===== config.mk =====
export PLATFORM = sky130hd
export DESIGN_NAME = bus_arbiter
export DESIGN_NICKNAME = d
export VERILOG_FILES = /design/src/rtl/weakcore_pkg.sv /design/src/rtl/bus_arb_timer.sv /design/src/rtl/bus_arbiter.sv
export SDC_FILE = /design/constraint.sdc
export NUM_CORES = 1
export LEC_CHECK = 0
export BUFFER_PORTS_ARGS = -buffer_cell sky130_fd_sc_hd__buf_4
export CAP_MARGIN = 15
export CORE_AREA = 2 2 119 121
export DETAILED_ROUTE_END_ITERATION = 16
export DIE_AREA = 0 0 121 123
export SKIP_CTS_REPAIR_TIMING = 1
export SLEW_MARGIN = 0
export SYNTH_ARGS = -nofsm -noshare
export SYNTH_HDL_FRONTEND = slang
export SYNTH_SLANG_ARGS = --single-unit

===== constraint.sdc =====
create_clock -name clk -period 1.8 [get_ports clk]
set_input_delay 0.09 -clock clk [delete_from_list [all_inputs] [get_ports clk]]
set_output_delay 0.09 -clock clk [all_outputs]
set_load 0.05 [all_outputs]

===== src/rtl/weakcore_pkg.sv =====
// rtl/weakcore_pkg.sv - shared arbiter state encoding and bus constants
// Contents: arbiter FSM state type, master index constants, bus width,
// and a helper that decodes a state into its one-hot grant vector.
package weakcore_pkg;

    localparam int BUS_W = 32;
    localparam int M0    = 0;
    localparam int M1    = 1;

    typedef enum logic [1:0] {
        ST_IDLE = 2'b00,
        ST_GNT0 = 2'b01,
        ST_GNT1 = 2'b10
    } arb_state_t;

    function automatic logic [1:0] gnt_of(input arb_state_t s);
        logic [1:0] g;
        g = 2'b00;
        if (s == ST_GNT0) g[M0] = 1'b1;
        if (s == ST_GNT1) g[M1] = 1'b1;
        return g;
    endfunction

endpackage


===== src/rtl/bus_arb_timer.sv =====
// rtl/bus_arb_timer.sv - 8-bit granted-cycle counter for slave timeout
// Ports: clk, rst (async, active-high); clear (priority over enable);
// enable (count one stalled cycle); threshold (compare value);
// expire (count equals threshold, combinational).
module bus_arb_timer (
    input  logic       clk,
    input  logic       rst,
    input  logic       clear,
    input  logic       enable,
    input  logic [7:0] threshold,
    output logic       expire
);

    logic [7:0] count;

    always_ff @(posedge clk or posedge rst) begin
        if (rst) begin
            count <= 8'd0;
        end else if (clear) begin
            count <= 8'd0;
        end else if (enable) begin
            count <= count + 8'd1;
        end
    end

    assign expire = (count == threshold);

endmodule


===== src/rtl/bus_arbiter.sv =====
// rtl/bus_arbiter.sv - two-master round-robin bus arbiter with slave timeout
// Ports: clk, rst (async, active-high); m0_*/m1_* master request side
// (req, wr, addr, out in; in, ack, err out); bus_* slave side
// (req, wr, addr, out out; in, ack in); gnt one-hot registered grant.
module bus_arbiter
    import weakcore_pkg::*;
#(
    parameter int TIMEOUT = 255
) (
    input  logic             clk,
    input  logic             rst,
    input  logic             m0_req,
    input  logic             m0_wr,
    input  logic [BUS_W-1:0] m0_addr,
    input  logic [BUS_W-1:0] m0_out,
    output logic [BUS_W-1:0] m0_in,
    output logic             m0_ack,
    output logic             m0_err,
    input  logic             m1_req,
    input  logic             m1_wr,
    input  logic [BUS_W-1:0] m1_addr,
    input  logic [BUS_W-1:0] m1_out,
    output logic [BUS_W-1:0] m1_in,
    output logic             m1_ack,
    output logic             m1_err,
    output logic             bus_req,
    output logic             bus_wr,
    output logic [BUS_W-1:0] bus_addr,
    output logic [BUS_W-1:0] bus_out,
    input  logic [BUS_W-1:0] bus_in,
    input  logic             bus_ack,
    output logic [1:0]       gnt
);

    localparam logic [7:0] THRESH = 8'(TIMEOUT - 1);

    arb_state_t state, state_next;
    logic       ptr, ptr_next;
    logic [1:0] gnt_q;
    logic       armed;

    logic g0, g1;
    logic cur_req;
    logic expire;
    logic tmo;
    logic xfer_done;

    assign g0 = gnt_q[M0];
    assign g1 = gnt_q[M1];
    assign gnt = gnt_q;

    // cur_req already implies a grant is held.
    assign cur_req   = (g0 & m0_req) | (g1 & m1_req);
    assign tmo       = cur_req & ~bus_ack & expire;
    assign xfer_done = cur_req & (bus_ack | expire);

    // Cleared while idle (so every grant entry starts from zero), on abort
    // and on every completion or termination.
    bus_arb_timer u_timer (
        .clk       (clk),
        .rst       (rst),
        .clear     (~cur_req | xfer_done),
        .enable    (cur_req & ~bus_ack),
        .threshold (THRESH),
        .expire    (expire)
    );

    // armed holds off arbitration for the first edge after reset release.
    always_ff @(posedge clk or posedge rst) begin
        if (rst) begin
            state <= ST_IDLE;
            gnt_q <= 2'b00;
            ptr   <= 1'b0;
            armed <= 1'b0;
        end else begin
            state <= state_next;
            gnt_q <= gnt_of(state_next);
            ptr   <= ptr_next;
            armed <= 1'b1;
        end
    end

    always_comb begin
        state_next = state;
        ptr_next   = ptr;
        unique case (state)
            ST_IDLE: begin
                if (armed) begin
                    if (m0_req && m1_req) begin
                        state_next = ptr ? ST_GNT1 : ST_GNT0;
                    end else if (m0_req) begin
                        state_next = ST_GNT0;
                    end else if (m1_req) begin
                        state_next = ST_GNT1;
                    end
                end
            end
            ST_GNT0: begin
                if (!m0_req) begin
                    state_next = ST_IDLE;
                end else if (xfer_done) begin
                    ptr_next   = 1'b1;
                    state_next = m1_req ? ST_GNT1 : ST_GNT0;
                end
            end
            ST_GNT1: begin
                if (!m1_req) begin
                    state_next = ST_IDLE;
                end else if (xfer_done) begin
                    ptr_next   = 1'b0;
                    state_next = m0_req ? ST_GNT0 : ST_GNT1;
                end
            end
            default: state_next = ST_IDLE;
        endcase
    end

    // Slave side: AND-masked by the grant so nothing stale leaks while idle.
    assign bus_req  = cur_req & ~tmo;
    assign bus_wr   = (g0 & m0_wr) | (g1 & m1_wr);
    assign bus_addr = ({BUS_W{g0}} & m0_addr) | ({BUS_W{g1}} & m1_addr);
    assign bus_out  = ({BUS_W{g0}} & m0_out)  | ({BUS_W{g1}} & m1_out);

    // Master side: a timeout termination completes with err and zero data.
    assign m0_ack = g0 & xfer_done;
    assign m1_ack = g1 & xfer_done;
    assign m0_err = g0 & tmo;
    assign m1_err = g1 & tmo;
    assign m0_in  = {BUS_W{g0 & ~tmo}} & bus_in;
    assign m1_in  = {BUS_W{g1 & ~tmo}} & bus_in;

endmodule

==> Word level (Yosys, flattened, before mapping) <==
Index checks and enable logic that the tools add are counted.
{ "word_totals": {"ff_bits": 14, "inputBits": 167, "out_inout_bits": 136} }
{ "op_classes": {"addsub": 1, "eq_ne": 9, "muxes": 21, "bitwise_logic": 29, "n_reduce_logical": 5} }
{ "ops": {"columns": ["operator", "count"], "rows": [
  ["AND 32 bit", 6],
  ["OR 32 bit", 2],
  ["2-to-1 mux 2 bit", 11],
  ["2-to-1 mux 8 bit", 2],
  ["AND 1 bit", 14],
  ["adder 8 x 1 -> 8 bit, second input constant", 1],
  ["equality test 8 bit, second input constant", 1],
  ["!= test 2 bit, second input constant", 4],
  ["2-to-1 mux 1 bit", 6],
  ["case mux 2 bit (3 select lines)", 1],
  ["AND reduction 5 bit", 1],
  ["equality test 2 x 1 -> 1 bit, second input constant", 2],
  ["equality test 2 bit, second input constant", 2],
  ["OR 1 bit", 4],
  ["nonzero test 2 bit", 2],
  ["inverter 1 bit", 3],
  ["zero test 2 bit", 1],
  ["case mux 1 bit (2 select lines)", 1],
  ["logical AND 1 bit", 1]
]} }

==> Logic depth before layout (Yosys ltp) <==
{ "depth": {"word_depth": 8, "ltp_mapped": 7} }

==> Modules after synthesis <==
Synthesis repeated with hierarchy kept, for this count alone.
{ "hier_totals": {"cells_unflattened": 245, "hier_area_um2": 1948.1} }
{ "modules_own_cells": {"columns": ["mod", "n_inst", "cells_per_inst", "area_per_inst_um2"], "rows": [
  ["bus_arbiter", 1, 195, 1470.2],
  ["bus_arb_timer", 1, 50, 478.0]
]} }

==> Least setup slack after synthesis <==
No wires, ideal clock.
{ "synth_path": {"path_type": "register to output", "startpoint": "register gnt_q[0], in the netlist gnt[0]", "endpoint": "output port bus_out[13]", "t_arrival_ps": 1931, "t_required_ps": 1710, "setup_slack_ps": -221, "path_stages_with_launch": 5, "n_path_buf": 3, "path_cell_list": "dfrtp_1 -> clkbuf_1 -> clkbuf_1 -> buf_1 -> a22o_1"} }
{ "synth_via": {"elab_chain_len": 2} }
{ "synth_rtl": {"columns": ["item", "line", "text"], "rows": [
  ["start: declaration", "bus_arbiter.sv:39", "logic [1:0] gnt_q;"],
  ["start signal: assignment", "bus_arbiter.sv:77", "gnt_q <= gnt_of(state_next);"],
  ["AND 32 bit", "bus_arbiter.sv:122", "assign bus_out = ({BUS_W{g0}} & m0_out) | ({BUS_W{g1}} & m1_out);"],
  ["OR 32 bit", "bus_arbiter.sv:122", null],
  ["end: declaration", "bus_arbiter.sv:29", "output logic [BUS_W-1:0] bus_out,"]
]} }
Every way passes these cells.

==> Worst setup path in the final report <==
{ "layout_path": {"startpoint": "register u_timer.count[0]", "endpoint": "output port m0_err"} }
{ "layout_via": {"elab_chain_len": 3} }
{ "layout_rtl": {"columns": ["item", "line", "text"], "rows": [
  ["start: declaration", "bus_arb_timer.sv:14", "logic [7:0] count;"],
  ["start signal: assignment", "bus_arb_timer.sv:22", "count <= count + 8'd1;"],
  ["equality test 8 bit", "bus_arb_timer.sv:26", "assign expire = (count == threshold);"],
  ["AND 1 bit", "bus_arbiter.sv:54", "assign tmo = cur_req & ~bus_ack & expire;"],
  ["AND 1 bit", "bus_arbiter.sv:127", "assign m0_err = g0 & tmo;"],
  ["end: declaration", "bus_arbiter.sv:18", "output logic m0_err,"]
]} }
Every way passes these cells.

==> metrics.yaml <==
outcome: "finished, violations left"
violations: "setup timing"
slowest_stage: "dfrtp_1"
synth.area.top_cells: "a22o_1, and2_1, dfrtp_1"
design_area_sq_um: 5014
period_needed_ns: 2.069
grt_pass1_vias: 2719
ys_seq_area_share_pct: 19.15
holdPathEnd: "gnt[0]"
clock_skew_ns: 0.005294
min_path_type: "in -> reg"
ff2ff_path_depth: 6
setup_tns_ns: -15.78
synth-async-reset-ratio_pct: 100.0
slew_headroom_pct: 63.06
cts_buffers: 3
fin_crit_sh_pct: 114.9
synth-edff-count: 0
cp_max_fo: 5
drc_errors: 0
startpoint_type: "flip-flop"
cts_tree: "yes"
cap_violations: 0
ys_ff_latch: 14
gp_congestion: 0.8792
die-area_sq_um: 14880
antenna_found_initial: 0
first_iter_violations: 148
grt_overflow_total: 0
drive_gt1_share_pct: 81.43
yosysWarnings: 0
synth_common_cells: "and2_1, a22o_1, clkbuf_1, dfrtp_1, nor2_1"
maxSlewViolCount: 0
worstSkewPairLatency_ns: 0.24
syn2layout_area_growth_pct: 174.1
synth_top_area_share_pct: 31.12
path_delay_family: "simple AND/OR/NAND/NOR gates"
switchingPower_uw: 2694
crit_chain: "inv_1 -> ha_2 -> nand3_4 -> nor4_4 -> buf_6 -> buf_6 -> and2_4 -> buf_8"
dp_hpwl_microns: 8970
max_stage_delay_ns: 0.37
arrival_ns: 1.98
crit_required_ns: 1.71
crit_type: "reg -> out"
yosysMostFrequentCell: "and2_1"
path_clk_slew_ns: 0.05
crit_top_cell: "buf_6"
vias: 3047
clockPowerShare_pct: 8.7
post-place-ws_ns: -0.3937
hold_viol: 0
initial_core_util_pct: 13.44
ios: 303
core_sq_um: 13610
viasPerCell: 4.273
finalWorstSetupSlack_ns: -0.2691
max-vdd-ir-drop_v: 0.0003299
netlist_instances: 226
fmax_mhz: 483.3
placed_cell_area_sq_um: 4484
grt_max_degree: 39
hold_start: "m0_req"
grt_setup_unrepaired: "true"
setup_viol_count_final: 69
swShare_pct: 55.30
clock_sinks: 14
routed_wl_microns: 11490
track_usage_pct: 12.41
cts_root_buffer: "clkbuf_16"
nets: 703
reg2reg_slack_ns: 0.12
wl_per_cell_microns: 16.11
final_util_pct: 36.83
cts-htree-levels: 1
syn-cell-area_sq_um: 1829
diodes: 0
die_x_microns: 121
synth_area_leader_cell: "a22o_1"
synthDistinctLibCells: 36
dp.cells: 703
instances_no_fill: 713
grt_pass1_wl_microns: 14780
power_frac_seq_pct: 7.9
io_buffers: 302
hold_depth: 2
worst_r2r_startpoint: "u_timer.count[2]"
crit_path_end_kind: "output port"
power_density_nw_per_um2: 971.6
power_leakage_uw: 0.002614
syn-num-nets: 395
p_int_uw: 2177
rows: 43
cts.path.max_buffers: 2
critPathBufInv: 4
synth_flop_cell: "dfrtp_1"
dieHeight_microns: 123
first_pass_iters: 4
antenna_left: 0
power.share.combinational_pct: 83.4
worst_pin_slew_ns: 0.5535
syn_avg_cell_area_sq_um: 8.094
reg2reg_to: "gnt[1]"
[power groups by stage]
| stage | clock [uW] | sequential, uW | combinational, uW |
|---|---|---|---|
| finish | 424 | 386 | 4060 |
| global route | 456 | 392 | 4210 |
| detailed placement | 0 | 390 | 3740 |
| global placement | 0 | 387 | 3710 |
| floorplan | 0 | 413 | 2510 |
| CTS | 443 | 385 | 3740 |
[cells by family (layout without fill, tap and decap cells)]
family          count (synthesis)  after routing  share of synthesized area, %
fa+ha+maj                       2              2                         1.368
other cells                     1              1                        0.2050
mux                             1              1                        0.5472
buf+inv                        25            329                         5.540
xor+xnor                        6              6                         2.873
simple gates                   98            101                         33.45
compound gates                 79             79                         36.87
flops                          14             14                         19.15
[worst max-delay path by stage]
stage | from | end | slack, ns | cells past startpoint
2_1_floorplan | gnt[0] | m1_in[10] | -0.03 | 6
3_3_place_gp | u_timer.count[0] | m0_in[18] | -0.32 | 7
3_5_place_dp | u_timer.count[0] | m0_in[18] | -0.39 | 7
4_1_cts | u_timer.count[0] | m0_in[18] | -0.67 | 7
5_1_grt | u_timer.count[0] | m0_err | -0.35 | 8
6_report | u_timer.count[0] | m0_err | -0.27 | 8
[per-layer routing]
layer  vias up  wire length [microns]  share of wire [%]  track usage [%]
met1      1456                   4579                 40            16.42
met5         -                      0                  0                0
met4         0                     25               0.22            1.090
met2       143                   5933                 52            21.31
met3         4                    947                8.2            2.952
li1       1444                      -                  -                -
[cells in the final DEF (no fill, tap or decap), drive strengths merged]
| cell | netlist | layout |
|---|---|---|
| buf | 7 | 321 |
| and2 | 68 | 68 |
| a22o | 65 | 65 |
| dfrtp | 14 | 14 |
| nor2 | 13 | 13 |
| xor2 | 5 | 5 |
| nor2b | 2 | 5 |
| nand3 | 4 | 4 |
| clkbuf | 15 | 4 |
| inv | 3 | 3 |
| o21bai | 2 | 2 |
| a21oi | 2 | 2 |
| o31a | 2 | 2 |
| o21a | 2 | 2 |
| nand4 | 2 | 2 |
| o21ai | 2 | 2 |
| ha | 2 | 2 |
| a22oi | 1 | 1 |
| xnor2 | 1 | 1 |
| and3 | 1 | 1 |
| nor3b | 1 | 1 |
| and4 | 1 | 1 |
| a41oi | 1 | 1 |
| nand2b | 1 | 1 |
| nor4b | 1 | 1 |
| mux2i | 1 | 1 |
| a211oi | 1 | 1 |
| nor4 | 1 | 1 |
| nand3b | 1 | 1 |
| nor3 | 1 | 1 |
| o32ai | 1 | 1 |
| nand2 | 1 | 1 |
| conb | 1 | 1 |
| dlygate4sd3 | 0 | 1 |
[final cells by class]
class / count / area (sq um)
clock buffer: 4 / 78.83
multi-input combinational: 190 / 1612
inverter: 3 / 11.26
sequential: 14 / 352.8
timing repair buffer: 322 / 2734
fill: 1340 / 8598
tap: 180 / 225.2
[metrics by stage]
step           power [uW]  hold slack, ns
5_1_grt              5062          0.1045
3_5_place_dp         4125          0.1861
6_report             4871          0.1109
3_3_place_gp         4100          0.1684
4_1_cts              4570        -0.07769
2_1_floorplan        2923        -0.02092
[registers in the layout (all words and copies together), names as in the netlist]
signal / cells
u_timer.count: 8
ptr: 1
gnt: 2
state: 2
armed: 1
(Power assumes the default switching activity.)
